**src/rtl/vga_timing_gen.sv**
```systemverilog
// rtl/vga_timing_gen.sv - 640x480@60 VGA timing generator with pixel enable and frame strobe
module vga_timing_gen #(
  parameter int CLK_DIV = 4,
  parameter int H_TOTAL = 800,
  parameter int H_SYNC  = 96,
  parameter int H_START = 144,
  parameter int H_END   = 784,
  parameter int V_TOTAL = 525,
  parameter int V_SYNC  = 2,
  parameter int V_START = 35,
  parameter int V_END   = 515
) (
  input  logic       clk,
  input  logic       rst,
  output logic [9:0] hCount,
  output logic [9:0] vCount,
  output logic       bright,
  output logic       hSync,
  output logic       vSync,
  output logic       pix_en,
  output logic       frame_tick
);

  localparam logic [3:0] DIV_LAST = 4'(CLK_DIV - 1);
  localparam logic [9:0] H_LAST   = 10'(H_TOTAL - 1);
  localparam logic [9:0] V_LAST   = 10'(V_TOTAL - 1);
  localparam logic [9:0] H_SYNC_W = 10'(H_SYNC);
  localparam logic [9:0] H_BEG_W  = 10'(H_START);
  localparam logic [9:0] H_END_W  = 10'(H_END);
  localparam logic [9:0] V_SYNC_W = 10'(V_SYNC);
  localparam logic [9:0] V_BEG_W  = 10'(V_START);
  localparam logic [9:0] V_END_W  = 10'(V_END);

  logic [3:0] div;
  logic       adv;
  logic       h_wrap;
  logic       v_wrap;
  logic [9:0] h_next;
  logic [9:0] v_next;
  logic       bright_next;

  // Next-count values; sync and window flags are derived from these so they
  // land in the same register update as the counts and never lag them.
  always_comb begin
    adv         = (div == DIV_LAST);
    h_wrap      = (hCount == H_LAST);
    v_wrap      = (vCount == V_LAST);
    h_next      = h_wrap ? 10'd0 : hCount + 10'd1;
    v_next      = vCount;
    if (h_wrap) begin
      v_next = v_wrap ? 10'd0 : vCount + 10'd1;
    end
    bright_next = (h_next >= H_BEG_W) && (h_next < H_END_W) &&
                  (v_next >= V_BEG_W) && (v_next < V_END_W);
  end

  // Board-clock divider; the edge where it sits at its last value is the advance edge.
  always_ff @(posedge clk or negedge rst) begin
    if (!rst) begin
      div <= 4'd0;
    end else if (adv) begin
      div <= 4'd0;
    end else begin
      div <= div + 4'd1;
    end
  end

  // Counters and timing flags move only on advance edges and hold otherwise.
  always_ff @(posedge clk or negedge rst) begin
    if (!rst) begin
      hCount <= 10'd0;
      vCount <= 10'd0;
      bright <= 1'b0;
      hSync  <= 1'b0;
      vSync  <= 1'b0;
    end else if (adv) begin
      hCount <= h_next;
      vCount <= v_next;
      bright <= bright_next;
      hSync  <= (h_next >= H_SYNC_W);
      vSync  <= (v_next >= V_SYNC_W);
    end
  end

  // One-cycle strobes marking the cycle in which new counts first appear.
  always_ff @(posedge clk or negedge rst) begin
    if (!rst) begin
      pix_en     <= 1'b0;
      frame_tick <= 1'b0;
    end else begin
      pix_en     <= adv;
      frame_tick <= adv && h_wrap && v_wrap;
    end
  end

endmodule

```
**config.mk**
```make
export PLATFORM = sky130hd
export DESIGN_NAME = vga_timing_gen
export DESIGN_NICKNAME = d
export VERILOG_FILES = /design/src/rtl/vga_timing_gen.sv
export SDC_FILE = /design/constraint.sdc
export NUM_CORES = 1
export LEC_CHECK = 0
export ABC_AREA = 1
export BUFFER_PORTS_ARGS = -buffer_cell sky130_fd_sc_hd__buf_2
export CORE_MARGIN = 1.5
export CORE_UTILIZATION = 51
export DETAILED_ROUTE_END_ITERATION = 12
export MAX_ROUTING_LAYER = met4
export PLACE_DENSITY_LB_ADDON = 0.12
export SETUP_SLACK_MARGIN = 0.15
export SLEW_MARGIN = 20
export SYNTH_ARGS = -nofsm -noshare
export SYNTH_HDL_FRONTEND = slang
export SYNTH_SLANG_ARGS = --single-unit
```
**constraint.sdc**
```tcl
create_clock -name clk -period 1.65 [get_ports clk]
set_input_delay 0.165 -clock clk [delete_from_list [all_inputs] [get_ports clk]]
set_output_delay 0.165 -clock clk [all_outputs]
set_load 0.01 [all_outputs]
```
==> results_dict.tcl <==
set metrics [dict create \
    synth_nets 274 \
    ys_seq_area_share_pct 39.1 \
    antenna_cells 0 \
    crit_type "reg2reg" \
    antenna_found_initial 0 \
    placedInstanceArea_mm2 0.00240 \
    cts_buffers 5 \
    p_leak_uw 0.00151 \
    drc 0 \
    fin_area_mm2 0.00286 \
    finalHoldViolations 0 \
    p_sw_uw 303 \
    root_buffer "clkbuf_4" \
    vias_per_cell 5.53 \
    violations "setup timing" \
    fillCellCount 190 \
    seqPwrFrac_pct 56.2 \
    cap_violations 0 \
    wl_per_cell_um 16.1 \
    worstMarginPinSlew_ns 0.653 \
    dpl.cell_count 382 \
    hold_class "in2async" \
    cts_tree "built" \
    clock_latency_ns 0.35 \
    worstPathRequired_ns 1.94 \
    core_mm2 0.00342 \
    grt_overflow 0 \
    place_congestion 1.03 \
    crit_path_end_kind "flop" \
    htreeDepth 2 \
    whs_ns 0.353 \
    utilization_pct 83.7 \
    stdcell_count 406 \
    yosysUniqueCellTypes 26 \
    yosys_warnings 0 \
    rows 21 \
    regArea_um2 731 \
    p_int_uw 959 \
    synth_area_mm2 0.00186 \
    die_y_um 63.3 \
    routed_wl_um 6540 \
    ios 27 \
    switching_share_pct 24.0 \
    total_power_uw 1260 \
    rsz0062_at_grt "yes" \
    finalCriticalPeriod_ns 2.07 \
    layout_common_cells "nand2_1 (76), buf_4 (51), inv_1 (31)" \
    clockBufferDepth 2 \
    vias 2246 \
    clock-sinks 29 \
    clkPwrFrac_pct 42.5 \
    grt_pass1_wl_um 8970 \
    ant_nets 0 \
    ir_drop_uv 422 \
    cp_cell_sequence "ha_4 -> nand2_4 -> nor2_4 -> buf_6 -> nand2_1 -> nand2_2 -> nand2_1 -> nor2_2 -> nand2_1 -> nand2_1 -> nand2_1 -> nor2_2 -> nand3_1 -> nand2_1" \
    status "finished, violations left" \
    start_util_pct 54.3 \
    worst_path_max_delay_cell "dfrtp_2" \
    final.period_utilization_pct 126 \
    p_comb_share_pct 1.3 \
    cp-start-kind "flop" \
    relSlewSlack_pct 56.5 \
    crit_path_frequent_cell "nand2_1" \
    critPathMaxStageDelay_ns 0.40 \
    setup_viol 10 \
    cp.arrival_ns 2.36 \
    finClkSkew_ns 0.0204 \
    grt_pass1_vias 1968 \
    area_growth_pct 54.0 \
    dpl.hpwl_um 3490 \
    grt_max_degree 30 \
    io_buffer_count 26 \
    max_freq_mhz 483 \
    crit_fanout 4 \
    drv_slew 0 \
    synthCells 267 \
    p_per_area_mw_per_mm2 442 \
    nets 366 \
    syn_area_per_cell_um2 6.95 \
    path_clk_slew_ns 0.12 \
    dr.pass1.iters 5 \
    multi_input_area_mm2 0.00117 \
    grt_usage_pct 29.1 \
    layout_commonest_cell "nand2_1" \
    fin_ws_ns -0.421 \
    die_area_mm2 0.00401 \
    drt_iter0_drc 245 \
    rrSetupSlack_ns -0.42 \
    drive_above_1_share_pct 45.6 \
    ys_ff_latch 29 \
    dieWidth_um 63.3 \
]
-- power groups by stage --
| stage | clock [uW] | sequential (uW) | combinational, uW |
|---|---|---|---|
| after floorplan | 0 | 724 | 0.000620 |
| after global placement | 0 | 724 | 15.4 |
| after detailed placement | 0 | 724 | 15.5 |
| after CTS | 522 | 710 | 17.1 |
| after global routing | 558 | 710 | 19.7 |
| final | 536 | 710 | 16.0 |
-- cells by family after synthesis --
group | share of synthesized area, %
flip-flops | 39.1
XOR/XNOR | 1.89
adder cells (fa/ha/maj) | 3.37
AND/OR/NAND/NOR | 37.8
AO/OA/AOI/OAI | 7.96
buffers and inverters | 9.91
-- flip-flops by register name, indices dropped and copies added, names as in the netlist --
signal and count:
hSync 1, hCount 10, frame_tick 1, vSync 1, bright 1, vCount 10, div 4, pix_en 1
-- what timing repair did --
action | in CTS | in global routing
endpoints found under the setup margin | 14 | 26
pin swaps | 13 | 19
endpoints found under the hold margin | 29 | 0
setup buffers | 7 | 7
hold buffers | 1 | 0
resized for setup | 37 | 47
cloned | 1 | 0
-- Yosys cell counts, drive strengths merged --
cell type,number,area [um2]
o22ai,3,18.8
o22a,1,8.76
nand3,21,120
nand4,6,37.5
xor2,3,26.3
o21ai,16,80.1
nor2,35,163
o21bai,4,30.0
dfrtp,29,726
nand2,93,354
ha,5,62.6
xnor2,1,8.76
clkbuf,4,15.0
inv,37,141
nor3,2,10.0
nand3b,1,7.51
a21oi,2,10.0
or2,1,8.76
buf,3,27.5
-- routing by layer --
metal	routed length (um)	global-route usage (%)	vias up
li1	-	-	1025
met1	2690	39.1	1046
met2	3040	44.2	148
met3	559	5.54	27
met4	258	10.1	0
met5	0	-	-
-- final timing paths --
| path | startpoint | endpoint | cells past startpoint |
|---|---|---|---|
| worst max-delay path | hCount[0]$_DFFE_PN0P_ | bright$_DFFE_PN0P_ | 14 |
| worst min-delay path | rst | hCount[7]$_DFFE_PN0P_ | 2 |
| worst max register to register | hCount[0]$_DFFE_PN0P_ | bright$_DFFE_PN0P_ | 14 |
| worst min register to register | div[0]$_DFF_PN0_ | div[0]$_DFF_PN0_ | 1 |
| max in group asynchronous | rst | hCount[1]$_DFFE_PN0P_ | 2 |
| min in group clk | div[0]$_DFF_PN0_ | div[0]$_DFF_PN0_ | 1 |
-- per-stage QoR --
stage                     setup slack (ns)  setup TNS (ns)
final                               -0.421           -1.42
after global routing                -0.483           -2.00
after CTS                           -0.177          -0.459
after detailed placement            -0.278          -0.760
after global placement              -0.263          -0.566
after floorplan                    -0.0870          -0.160
-- final cells by class --
cell class	instances	area share, %
multi-input cells	195	41.1
flip-flops and latches	29	25.6
repair buffers	91	23.7
inverters	37	5.12
clock buffers	7	2.28
well taps	46	2.01
clock inverters	1	0.175
-- critical path: cells and delay by family (launching register included) --
kind,cells,cell delay [ns]
adders and majority gates,1,0.16
buffers and inverters,1,0.15
DFF,1,0.40
and+or+nand+nor,12,1.31
No activity file was read; power rests on OpenSTA's default activity.
